$ cat src/rtl/mem_rr_arbiter_if.sv
// mem_rr_arbiter_if: request/grant bundle between the requester front-ends
// (master side) and the round-robin memory arbiter (slave side).
// Optional build macro: MEM_ARB_URGENT_EN adds the per-channel urgent vector.
interface mem_rr_arbiter_if #(
  parameter int NUM_CH = 4,
  parameter int IDX_W  = (NUM_CH > 1) ? $clog2(NUM_CH) : 1
);
  logic [NUM_CH-1:0] req;
  logic              lock;
`ifdef MEM_ARB_URGENT_EN
  logic [NUM_CH-1:0] urgent;
`endif
  logic [NUM_CH-1:0] grant;
  logic [IDX_W-1:0]  grant_idx;
  logic              grant_valid;
  logic              preempted;

`ifdef MEM_ARB_URGENT_EN
  modport master (
    output req, lock, urgent,
    input  grant, grant_idx, grant_valid, preempted
  );
  modport slave (
    input  req, lock, urgent,
    output grant, grant_idx, grant_valid, preempted
  );
`else
  modport master (
    output req, lock,
    input  grant, grant_idx, grant_valid, preempted
  );
  modport slave (
    input  req, lock,
    output grant, grant_idx, grant_valid, preempted
  );
`endif
endinterface

$ cat src/rtl/mem_rr_arbiter.sv
// mem_rr_arbiter: round-robin arbiter for NUM_CH memory requesters with a
// hold quantum (MAX_HOLD, 0 = unlimited) and a lock input that defers
// quantum preemption during atomic bursts. All outputs are registered.
// Optional build macro: MEM_ARB_URGENT_EN lets urgent requesters take the
// port from a non-urgent owner on the next edge.
module mem_rr_arbiter #(
  parameter int NUM_CH   = 4,
  parameter int MAX_HOLD = 16,
  parameter int IDX_W    = (NUM_CH > 1) ? $clog2(NUM_CH) : 1
) (
  input  logic            sys_clk,
  input  logic            sys_rst,
  mem_rr_arbiter_if.slave arb
);

  localparam int               HC_W      = (MAX_HOLD > 0) ? $clog2(MAX_HOLD + 1) : 1;
  localparam logic [HC_W-1:0]  HOLD_LAST = (MAX_HOLD > 0) ? HC_W'(MAX_HOLD - 1) : '0;
  localparam logic [IDX_W-1:0] PTR_RST   = IDX_W'(NUM_CH - 1);

  typedef enum logic {S_IDLE, S_OWNED} state_t;

  typedef struct packed {
    logic             found;
    logic [IDX_W-1:0] idx;
  } pick_t;

  // First set bit of mask scanning upward from last+1 with wrap-around.
  function automatic pick_t rr_pick(input logic [NUM_CH-1:0] mask,
                                    input logic [IDX_W-1:0]  last);
    pick_t            p;
    logic [IDX_W-1:0] c;
    p.found = 1'b0;
    p.idx   = last;
    c       = last;
    for (int i = 0; i < NUM_CH; i++) begin
      if (c == IDX_W'(NUM_CH - 1)) c = '0;
      else                         c = c + IDX_W'(1);
      if (!p.found && mask[c]) begin
        p.found = 1'b1;
        p.idx   = c;
      end
    end
    return p;
  endfunction

  function automatic logic [NUM_CH-1:0] onehot(input logic [IDX_W-1:0] idx);
    logic [NUM_CH-1:0] v;
    v      = '0;
    v[idx] = 1'b1;
    return v;
  endfunction

  // Saturating hold counter; pinned at zero when the quantum is disabled.
  function automatic logic [HC_W-1:0] hold_inc(input logic [HC_W-1:0] h);
    if (MAX_HOLD == 0)   return '0;
    if (h == HOLD_LAST)  return h;
    return h + HC_W'(1);
  endfunction

  state_t            state_q, state_d;
  logic [IDX_W-1:0]  idx_q, idx_d;
  logic [IDX_W-1:0]  ptr_q, ptr_d;
  logic [HC_W-1:0]   hold_q, hold_d;
  logic [NUM_CH-1:0] grant_q, grant_d;
  logic              valid_q, valid_d;
  logic              pre_q, pre_d;
  logic              preempt_ev;

  logic [NUM_CH-1:0] owner_oh;
  logic              owner_req;
  logic [NUM_CH-1:0] req_oth;
  logic [NUM_CH-1:0] cand_oth;
  logic [NUM_CH-1:0] cand_idle;
  logic              urg_take;
  logic              quantum_up;
  pick_t             pick_idle;
  pick_t             pick_oth;

  assign owner_oh   = onehot(idx_q);
  assign owner_req  = |(arb.req & owner_oh);
  assign req_oth    = arb.req & ~owner_oh;
  assign quantum_up = (MAX_HOLD > 0) && (hold_q == HOLD_LAST);

`ifdef MEM_ARB_URGENT_EN
  // Urgent requesters narrow the candidate set whenever any are pending.
  logic [NUM_CH-1:0] urg_oth;
  logic [NUM_CH-1:0] urg_idle;
  assign urg_oth   = req_oth & arb.urgent;
  assign urg_idle  = arb.req & arb.urgent;
  assign cand_oth  = (|urg_oth)  ? urg_oth  : req_oth;
  assign cand_idle = (|urg_idle) ? urg_idle : arb.req;
  assign urg_take  = (|urg_oth) && !(|(arb.urgent & owner_oh)) && !arb.lock;
`else
  assign cand_oth  = req_oth;
  assign cand_idle = arb.req;
  assign urg_take  = 1'b0;
`endif

  assign pick_idle = rr_pick(cand_idle, ptr_q);
  assign pick_oth  = rr_pick(cand_oth, idx_q);

  // State register: arbitration state, owner, pointer, hold count and outputs.
  always_ff @(posedge sys_clk or posedge sys_rst) begin
    if (sys_rst) begin
      state_q <= S_IDLE;
      idx_q   <= '0;
      ptr_q   <= PTR_RST;
      hold_q  <= '0;
      grant_q <= '0;
      valid_q <= 1'b0;
      pre_q   <= 1'b0;
    end else begin
      state_q <= state_d;
      idx_q   <= idx_d;
      ptr_q   <= ptr_d;
      hold_q  <= hold_d;
      grant_q <= grant_d;
      valid_q <= valid_d;
      pre_q   <= pre_d;
    end
  end

  // Next-state: grant, release hand-off, quantum/urgent preemption, hold count.
  always_comb begin
    state_d    = state_q;
    idx_d      = idx_q;
    ptr_d      = ptr_q;
    hold_d     = hold_q;
    preempt_ev = 1'b0;
    case (state_q)
      S_IDLE: begin
        if (pick_idle.found) begin
          state_d = S_OWNED;
          idx_d   = pick_idle.idx;
          ptr_d   = pick_idle.idx;
          hold_d  = '0;
        end
      end
      S_OWNED: begin
        if (!owner_req) begin
          // Release wins over a coinciding quantum expiry: no preempt pulse.
          if (pick_oth.found) begin
            idx_d  = pick_oth.idx;
            ptr_d  = pick_oth.idx;
            hold_d = '0;
          end else begin
            state_d = S_IDLE;
            hold_d  = '0;
          end
        end else if (!(|cand_oth)) begin
          hold_d = hold_inc(hold_q);
        end else if (urg_take || (quantum_up && !arb.lock)) begin
          idx_d      = pick_oth.idx;
          ptr_d      = pick_oth.idx;
          hold_d     = '0;
          preempt_ev = 1'b1;
        end else begin
          hold_d = hold_inc(hold_q);
        end
      end
      default: begin
        state_d = S_IDLE;
      end
    endcase
  end

  // Output decode of the next state, registered in the state register.
  always_comb begin
    valid_d = (state_d == S_OWNED);
    grant_d = '0;
    if (valid_d) grant_d = onehot(idx_d);
    pre_d   = preempt_ev;
  end

  assign arb.grant       = grant_q;
  assign arb.grant_idx   = idx_q;
  assign arb.grant_valid = valid_q;
  assign arb.preempted   = pre_q;

  // Grant vector is one-hot and matches grant_idx exactly while valid.
  a_grant_onehot: assert property (@(posedge sys_clk) disable iff (sys_rst)
    valid_q |-> (grant_q == onehot(idx_q)));

  // No grant bits and no preempt pulse while idle.
  a_idle_quiet: assert property (@(posedge sys_clk) disable iff (sys_rst)
    !valid_q |-> (grant_q == '0) && !pre_q);

endmodule

$ cat src/flat_wrapper.sv
// flat-port wrapper written by rule: the top's interface ports become plain ports
module mem_rr_arbiter_flat 
#(
  parameter int NUM_CH   = 4,
  parameter int MAX_HOLD = 16,
  parameter int IDX_W    = (NUM_CH > 1) ? $clog2(NUM_CH) : 1
)
  (sys_clk, sys_rst, arb_req, arb_lock, arb_grant, arb_grant_idx, arb_grant_valid, arb_preempted);
  mem_rr_arbiter_if #(.NUM_CH(NUM_CH), .IDX_W(IDX_W)) arb_i ();
  input  logic sys_clk;
  input  logic sys_rst;
  input wire logic [$bits(arb_i.req)-1:0] arb_req;
  input wire logic [$bits(arb_i.lock)-1:0] arb_lock;
  output wire logic [$bits(arb_i.grant)-1:0] arb_grant;
  output wire logic [$bits(arb_i.grant_idx)-1:0] arb_grant_idx;
  output wire logic [$bits(arb_i.grant_valid)-1:0] arb_grant_valid;
  output wire logic [$bits(arb_i.preempted)-1:0] arb_preempted;
  assign arb_i.req = arb_req;
  assign arb_i.lock = arb_lock;
  assign arb_grant = arb_i.grant;
  assign arb_grant_idx = arb_i.grant_idx;
  assign arb_grant_valid = arb_i.grant_valid;
  assign arb_preempted = arb_i.preempted;
  mem_rr_arbiter #(.NUM_CH(NUM_CH), .MAX_HOLD(MAX_HOLD), .IDX_W(IDX_W)) u_core (.sys_clk(sys_clk), .sys_rst(sys_rst), .arb(arb_i));
endmodule
$ cat config.mk
export PLATFORM = sky130hd
export DESIGN_NAME = mem_rr_arbiter_flat
export DESIGN_NICKNAME = d
export VERILOG_FILES = /design/src/rtl/mem_rr_arbiter_if.sv /design/src/rtl/mem_rr_arbiter.sv /design/src/flat_wrapper.sv
export SDC_FILE = /design/constraint.sdc
export NUM_CORES = 1
export LEC_CHECK = 0
export CAP_MARGIN = 20
export CELL_PAD_IN_SITES_DETAIL_PLACEMENT = 1
export CELL_PAD_IN_SITES_GLOBAL_PLACEMENT = 1
export CORE_MARGIN = 2
export CORE_UTILIZATION = 48
export CTS_BUF_LIST = sky130_fd_sc_hd__clkbuf_4
export CTS_CLUSTER_DIAMETER = 40
export CTS_CLUSTER_SIZE = 40
export DETAILED_ROUTE_END_ITERATION = 7
export GPL_TIMING_DRIVEN = 0
export PLACE_DENSITY_LB_ADDON = 0.08
export SLEW_MARGIN = 20
export SYNTH_ARGS = -nofsm -noshare
export SYNTH_HDL_FRONTEND = slang
export SYNTH_SLANG_ARGS = --single-unit
export TNS_END_PERCENT = 100
$ cat constraint.sdc
create_clock -name sys_clk -period 3.8 [get_ports sys_clk]
set_input_delay 0.57 -clock sys_clk [delete_from_list [all_inputs] [get_ports sys_clk]]
set_output_delay 0.57 -clock sys_clk [all_outputs]
set_load 0.05 [all_outputs]
# [Yosys cells after proc, flatten, opt, wreduce, memory -nomap -nowiden]
# Cells that the tools add are included.
[totals] reg_bits=15 in_bits=7 out_inout_bits=8 elab_cells=136
[op_classes] addsub=9 magnitude_cmp=12 eq_ne=13 n_mux=73 bitwise_logic=4 n_reduce_logical=19
[op_table] op="$mux 2" count=18
[op_table] op="$mux 5" count=7
[op_table] op="$lt 2x3->1 const B" count=10
[op_table] op="$mux 1" count=25
[op_table] op="$mux 3" count=8
[op_table] op="$add 2x1->2 const B" count=8
[op_table] op="$bmux 1 s2" count=8
[op_table] op="$eq 2x2->1 const B" count=8
[op_table] op="$pmux 5 s2" count=1
[op_table] op="$logic_and 1x1->1" count=9
[op_table] op="$ne 3x3->1 const B" count=3
[op_table] op="$and 4x4->4" count=2
[op_table] op="$pmux 2 s2" count=2
[op_table] op="$reduce_or 4->1" count=2
[op_table] op="$logic_not 1->1" count=7
[op_table] op="$add 5x1->5 const B" count=1
[op_table] op="$eq 5x4->1 const B" count=1
[op_table] op="$demux 1 s2" count=2
[op_table] op="$ge 2x1->1 const B" count=2
[op_table] op="$mux 4" count=1
[op_table] op="$not 4->4" count=1
[op_table] op="$reduce_and 4->1" count=1
[op_table] op="$ne 2x1->1 const B" count=1
[op_table] op="$pmux 1 s2" count=1
[op_table] op="$not 1->1" count=1

# [Longest topological paths before layout]
# Gate-level depths: netlist (run 1).
[depth] ltp_word=27 ltp_mapped=9

# [Least setup slack after synthesis (run 1)]
# Ideal clock, no wire load.
[synth_timing] path_kind="register to register" startpoint="register u_core.idx_q[0], in the netlist u_core.arb.grant_idx[0]" endpoint="register u_core.grant_q[3], in the netlist u_core.arb.grant[3]" setup_ns=0.148 arrival_ns=2.671 required_time_ns=3.652 path_slack_ns=0.982 stages_incl_launch_ff=10 synth_period_minus_slack_ns=2.818 cell_sequence="dfrtp_1 inv_1 ha_1 nand2b_1 clkbuf_1 or4_1 a211o_1 or3b_1 o221a_2 a211oi_2"
[synth_between] elab_chain_len=27
[synth_lines] element="from (decl)" line="mem_rr_arbiter.sv:61" source="logic [IDX_W-1:0] idx_q, idx_d;"
[synth_lines] element="from (signal assigned)" line="mem_rr_arbiter.sv:114" source="idx_q <= idx_d;"
[synth_lines] element="branches (longest 26 deep; another with $add 2x1->2)"
[synth_lines] element="$mux 4 *" line="mem_rr_arbiter.sv:171" source="if (valid_d) grant_d = onehot(idx_d);"
[synth_lines] element="named net u_core.grant_d[3]" line="mem_rr_arbiter.sv:64" source="logic [NUM_CH-1:0] grant_q, grant_d;"
[synth_lines] element="to (signal assigned)" line="mem_rr_arbiter.sv:117" source="grant_q <= grant_d;"
[synth_lines] element="to (decl)" line="mem_rr_arbiter.sv:64"
# Mark *: on every way through the listed nets, which the timed path passes. The select of a mux whose other input is x is not followed.
# A chain may end at the register's enable or synchronous reset.

# [Worst setup path in the final report (run 1)]
[layout_timing] startpoint="register u_core.idx_q[0], in the netlist u_core.arb.grant_idx[0]" endpoint="register u_core.grant_q[1], in the netlist u_core.arb.grant[1]"
# Same word-level chain as after synthesis.

==> metrics.yaml, run 1 <==
outcome:
  status: "finished with violations"
  violations: "DRC"
finish:
  fin_nets: 197
  fillers: 338
  layout_common_cells: "nand2_1 (15), clkdlybuf4s50_1 (13), dfrtp_1 (13)"
  multi_input_area_um2: 963
  design_area_um2: 1640
  area_delta_synth_final_pct: 13.6
  regArea_um2: 378
  mostFrequentLayoutCell: "nand2_1"
  layout-drive-gt1-share_pct: 14.2
  num_antenna_cells: 0
die:
  core_um2: 2810
  start_util_pct: 51.6
  io_pins: 15
  dieWidth_um: 58.9
  die_y_um: 58.9
  die_area_um2: 3470
  rows: 19
routing:
  post_drt_wl_per_cell_um: 19.2
  drcViolationCount: 1
  vias_per_cell: 6.55
  routed_wl_mm: 4.10
  num_vias: 1402
  ant_nets: 0
  first_pass_iters: 6
  drt-initial-drc-count: 53
sta:
  slew_violations: 0
  tightest_slew_ns: 0.655
  fin_worst_skew_ns: 0.0110
  slew_headroom_pct: 55.8
  hold_viol: 0
  setup_violations: 0
  fin_crit_ns: 2.95
  fmax_ghz: 0.339
  rsz0062_at_grt: "false"
  fin_ws_ns: 0.850
  setup_tns_ns: 0
  post-route-period-util_pct: 77.6
yosys:
  synthCells: 166
  yosys_warnings: 0
  synth_area_um2: 1450
  synth_edf_count: 0
  yosysSeqAreaShare_pct: 26.1
  synth_seq_cells: 15
  synth_flop_cell: "dfrtp_1"
  async_flop_share_pct: 100
  synth.distinct_cells: 62
  syn_avg_cell_area_um2: 8.72
  syn_nets: 179
critical_path:
  critPathSlowestCell: "dfrtp_1"
  critPathBufInv: 2
  crit_chain: "inv_1 -> ha_1 -> nand2b_1 -> clkbuf_1 -> or4_1 -> a211o_1 -> or3b_1 -> o22ai_1 -> nor4_2"
  critPathArrivalTime_ns: 3.15
  r2r_slack_ns: 0.85
  end_kind: "flop"
  required_ns: 4.00
  cp_max_fo: 10
  critPathTopFamily: "simple AND/OR/NAND/NOR gates"
  critical_path_class: "reg -> reg"
  cp-start-kind: "flop"
  slowest_delay_ns: 0.56
clock_network:
  cts_setup_buffers: 0
  cts_tree: "built"
  worstSkewPairLatency_ns: 0.29
  cts.sinks: 15
  cts_hold_buf: 0
  cts_made_buffers: 3
  cts_resized: 0
  root_buffer: "clkbuf_4"
  path_clk_slew_ns: 0.10
  cts_htree_levels: 1
  clockBufferDepth: 2
global_routing:
  grt_max_degree: 16
  antenna_found_initial: 0
  grt_pass1_wl_mm: 7.14
  grt_pass1_vias: 1476
  track_usage_pct: 26.8
  grt-ovfl-total: 0
power:
  vdd_drop_max_uv: 454
  fin_total_pwr_uw: 1500
  cellPowerDensity_nw_per_um2: 912
  p_leak_uw: 0.000694
worst_hold_path:
  min_path_type: "reg -> reg"
placement:
  dpl_cell_area_um2: 1620
  place.port_buffers: 13
  gp_congestion: 0.926
  dp_slack_ns: 0.846
  post-dp-hpwl_mm: 3.26
job:
  cap_violations: 0
-- worst reg2reg max path: cells and delay by family, from the launching register on --
kind / cells / cell delay, ns
and+or+nand+nor: 4 / 1.18
adders and majority gates: 1 / 0.28
AOI/OAI and AO/OA: 2 / 0.43
DFF: 1 / 0.56
buffers and inverters: 2 / 0.40
-- synth_stat cells, types with 2 or more instances --
master	number	area share [%]
o211ai_1	4	2.1
a21o_1	2	1.0
and2_1	3	1.3
a31oi_1	3	1.3
nor4b_1	2	1.2
nand3_1	4	1.4
dfstp_2	2	3.6
buf_6	4	3.1
nor2_1	9	2.3
o22ai_1	3	1.3
or4_1	2	1.0
a22oi_1	3	1.6
or3b_1	2	1.2
nand2_1	15	3.9
ha_1	6	5.2
nor3b_1	2	1.0
a22o_1	3	1.8
nand4_1	3	1.3
nor3_1	2	0.69
or2_2	2	0.86
clkbuf_1	3	0.78
dfrtp_1	13	22
and2b_1	4	2.1
o21ai_0	7	2.4
a21oi_1	10	3.5
nand2b_1	5	2.2
nor2b_1	2	0.86
nor4_1	4	1.7
inv_1	8	2.1
o31ai_1	2	1.0
-- layer usage --
metal / track usage, % / share of wire [%]
met1: 32.9 / 45
met2: 48.7 / 51
met3: 5.27 / 3.0
met4: 4.87 / 0.41
met5: 0 / 0
-- cell families (layout without fill, tap and decap cells) --
group           Yosys count  in the layout  share of synthesized area [%]
compound gates           54             54                           28.9
fa+ha+maj                 6              6                           5.19
mux                       2              2                           2.51
buf+inv                  18             35                           7.35
simple gates             71             71                           30.0
flops                    15             15                           26.1
-- path summary, 6_finish.rpt --
check	endpoint	from	depth (start not counted)
max	u_core.arb.grant[1]	u_core.arb.grant_idx[0]	9
min	u_core.ptr_q[1]	u_core.ptr_q[1]	2
max reg2reg	u_core.arb.grant[1]	u_core.arb.grant_idx[0]	9
min reg2reg	u_core.ptr_q[1]	u_core.ptr_q[1]	2
max in group asynchronous	u_core.arb.preempted	sys_rst	2
min in group asynchronous	u_core.arb.grant[0]	sys_rst	2
-- report_power, final --
group          internal (µW)  leakage [µW]  switching, µW  total (µW)
combinational            450      0.000488            673        1120
clock                   39.2     0.0000177           53.5        92.7
sequential               224      0.000187           60.0         284
-- metrics by stage --
step	hold WS [ns]	util [%]	cells
3_5_place_dp	0.475	57.6	210
6_report	0.489	58.6	214
2_1_floorplan	0.441	-	166
4_1_cts	0.489	58.6	214
3_3_place_gp	0.451	57.6	210
5_1_grt	0.514	58.6	214
-- registers in the layout, summed over array words and instances (netlist names) --
name                  count
u_core.arb.grant_idx      2
u_core.ptr_q              2
u_core.arb.grant          4
u_core.hold_q             5
u_core.arb.preempted      1
u_core.state_q            1
-- area by class of cell --
type | instances | share of cell area (%)
multi-input cells | 133 | 58.6
plain buffers | 10 | 4.64
repair buffers | 13 | 7.91
inverters | 8 | 1.83
clock buffers | 3 | 1.37
flip-flops and latches | 15 | 23.0
clock inverters | 1 | 0.304
well taps | 31 | 2.36
(Power assumes the default switching activity.)
==> run 2: changes to the inputs <==
--- a/config.mk
+++ b/config.mk
@@ -9,7 +9,7 @@
 export CELL_PAD_IN_SITES_DETAIL_PLACEMENT = 1
 export CELL_PAD_IN_SITES_GLOBAL_PLACEMENT = 1
 export CORE_MARGIN = 2
-export CORE_UTILIZATION = 48
+export CORE_UTILIZATION = 40
 export CTS_BUF_LIST = sky130_fd_sc_hd__clkbuf_4
 export CTS_CLUSTER_DIAMETER = 40
 export CTS_CLUSTER_SIZE = 40
==> constraint.sdc (replaced) <==
create_clock -name sys_clk -period 2.51 [get_ports sys_clk]
set_input_delay 0.3765 -clock sys_clk [delete_from_list [all_inputs] [get_ports sys_clk]]
set_output_delay 0.3765 -clock sys_clk [all_outputs]
set_load 0.05 [all_outputs]
==> run 2 against run 1 <==
  * The flow finishes with violations (setup timing)
  * Clock skew shrank 0.0060 ns
  * Hold slack lost 0.048 ns
  * Count of clock-buffer cells in the layout is the same
  * Die area grew 19%
  * Non-clock buffer count grew 12
  * Register-to-register slack lost 0.89 ns
  * Sequential power grew 50%
  * Critical path type unchanged
  * Largest cell class unchanged
  * Largest power group unchanged
==> metrics.yaml, run 2 (synthesis gave the netlist of run 1 again) <==
placement:
  post-dp-hpwl_mm: 3.08
  place.port_buffers: 13
  dpl_cell_area_um2: 1680
  gp_congestion: 0.890
finish:
  layout-drive-gt1-share_pct: 34.4
  mostFrequentLayoutCell: "nand2_1"
  multi_input_area_um2: 1130
  fillers: 402
  num_antenna_cells: 0
  design_area_um2: 1940
  fin_nets: 209
  layout_common_cells: "nand2_1 (15), buf_4 (14), clkdlybuf4s50_1 (13)"
  largest_reg_flops: 5
  area_delta_synth_final_pct: 34.3
  top_register: "u_core.hold_q"
  regArea_um2: 380
  final_core_util_pct: 56.9
outcome:
  status: "finished with violations"
  violations: "setup timing"
critical_path:
  r2r_start: "u_core.arb.grant_idx[1]"
  worstReg2RegEnd: "u_core.arb.grant[3]"
  cp-start-kind: "flop"
  crit_chain: "ha_1 -> or2_1 -> buf_4 -> nand4_1 -> a211o_1 -> or3b_4 -> o221a_4 -> a211oi_2"
  required_ns: 2.70
  reg2regPathDepth: 8
  slowest_delay_ns: 0.49
  r2r_slack_ns: -0.04
  cp_max_fo: 10
  critical_path_class: "reg -> reg"
  critPathSlowestCell: "dfrtp_2"
  critPathArrivalTime_ns: 2.74
  end_kind: "flop"
global_routing:
  grt_pass1_wl_mm: 7.25
  track_usage_pct: 21.8
  grt_max_degree: 16
  grt_pass1_vias: 1486
  grt-ovfl-total: 0
  antenna_found_initial: 0
power:
  swShare_pct: 50.0
  clkPwrFrac_pct: 5.0
  vdd_drop_max_uv: 595
  power_switching_uw: 1390
  cellPowerDensity_nw_per_um2: 1440
  fin_total_pwr_uw: 2790
  p_leak_uw: 0.000801
  p_seq_share_pct: 15.3
  p_comb_share_pct: 79.7
  p_int_uw: 1400
clock_network:
  cts_made_buffers: 3
  worstSkewPairLatency_ns: 0.29
  cts_htree_levels: 1
  clockBufferDepth: 2
  cts.sinks: 15
  root_buffer: "clkbuf_4"
  cts_tree: "built"
  path_clk_slew_ns: 0.09
die:
  core_um2: 3420
  rows: 21
  die_area_um2: 4120
  die_y_um: 64.2
  io_pins: 15
  start_util_pct: 42.4
  dieWidth_um: 64.2
sta:
  post-route-period-util_pct: 102
  fmax_ghz: 0.392
  slew_violations: 0
  rsz0062_at_grt: "true"
  tightest_slew_ns: 0.580
  setup_violations: 1
  fin_ws_ns: -0.0431
  slew_headroom_pct: 61.3
  fin_crit_ns: 2.55
  fin_worst_skew_ns: 0.00502
  hold_viol: 0
  setup_tns_ns: -0.0431
routing:
  post_drt_wl_per_cell_um: 18.7
  first_pass_iters: 4
  drt-initial-drc-count: 83
  routed_wl_mm: 4.51
  drcViolationCount: 0
  ant_nets: 0
  num_vias: 1464
  vias_per_cell: 6.07
job:
  cap_violations: 0
worst_hold_path:
  min_path_type: "in -> async"
[run 2: cell count changes in the layout (fill, tap and decap cells not counted), sizes merged]
cell,previous run,this run
clkbuf,7,4
buf,6,21
[run 2: worst max path at each step]
stage                          end  cells past startpoint               startpoint
6_report       u_core.arb.grant[3]                      8  u_core.arb.grant_idx[1]
5_1_grt        u_core.arb.grant[0]                      8          u_core.ptr_q[0]
4_1_cts        u_core.arb.grant[1]                      9  u_core.arb.grant_idx[0]
3_5_place_dp   u_core.arb.grant[3]                      8               arb_req[0]
3_3_place_gp   u_core.arb.grant[3]                      8               arb_req[0]
2_1_floorplan  u_core.arb.grant[1]                      9  u_core.arb.grant_idx[0]
[run 2: repair_timing]
action                                  in CTS  in global routing
gates resized for setup                      5                 29
hold buffers                                 0                  0
pin swaps                                    2                  7
hold endpoints to repair                     0                  0
endpoints found under the setup margin       5                  7
setup buffers                                4                  8
[run 2: critical path, delay by kind of cell, from the launching register on]
| kind | cells | cell delay (ns) |
|---|---|---|
| simple gates | 3 | 0.79 |
| buf+inv | 1 | 0.19 |
| compound gates | 3 | 0.70 |
| fa+ha+maj | 1 | 0.29 |
| flops | 1 | 0.49 |
[run 2: through the flow]
stage,worst slack [ns],instances,hold slack [ns]
2_1_floorplan,0.00376,166,0.276
3_3_place_gp,-0.274,225,0.454
3_5_place_dp,-0.355,225,0.461
4_1_cts,0.00205,233,0.456
5_1_grt,-0.0999,241,0.486
6_report,-0.0431,241,0.441
[run 2: routing by layer]
| metal | global-route usage [%] | wire [µm] |
|---|---|---|
| met1 | 29.5 | 1970 |
| met2 | 36.7 | 2280 |
| met3 | 3.52 | 202 |
| met4 | 4.52 | 64 |
| met5 | 0 | 0 |
[run 2: power by group through the flow]
stage / combinational, µW / clock [µW] / sequential [µW]
after floorplan: 1230 / 0 / 554
after global placement: 1700 / 0 / 437
after detailed placement: 1760 / 0 / 443
after CTS: 1850 / 145 / 428
after global routing: 2400 / 157 / 437
final: 2230 / 139 / 427
[run 2: cell type report]
class                           instances  area share (%)
Multi-Input combinational cell        133            58.3
Sequential cell                        15            19.6
Timing Repair Buffer                   25            11.3
Buffer                                 10            4.76
Tap cell                               46            2.96
Inverter                                8            1.67
Clock buffer                            3            1.16
Clock inverter                          1           0.257
==> run 3: changes to the inputs <==
--- a/config.mk
+++ b/config.mk
@@ -5,7 +5,6 @@
 export SDC_FILE = /design/constraint.sdc
 export NUM_CORES = 1
 export LEC_CHECK = 0
-export CAP_MARGIN = 20
 export CELL_PAD_IN_SITES_DETAIL_PLACEMENT = 1
 export CELL_PAD_IN_SITES_GLOBAL_PLACEMENT = 1
 export CORE_MARGIN = 2
==> results of run 3 <==
Same layout as run 2: the final DEF is identical, and so are final timing and power.
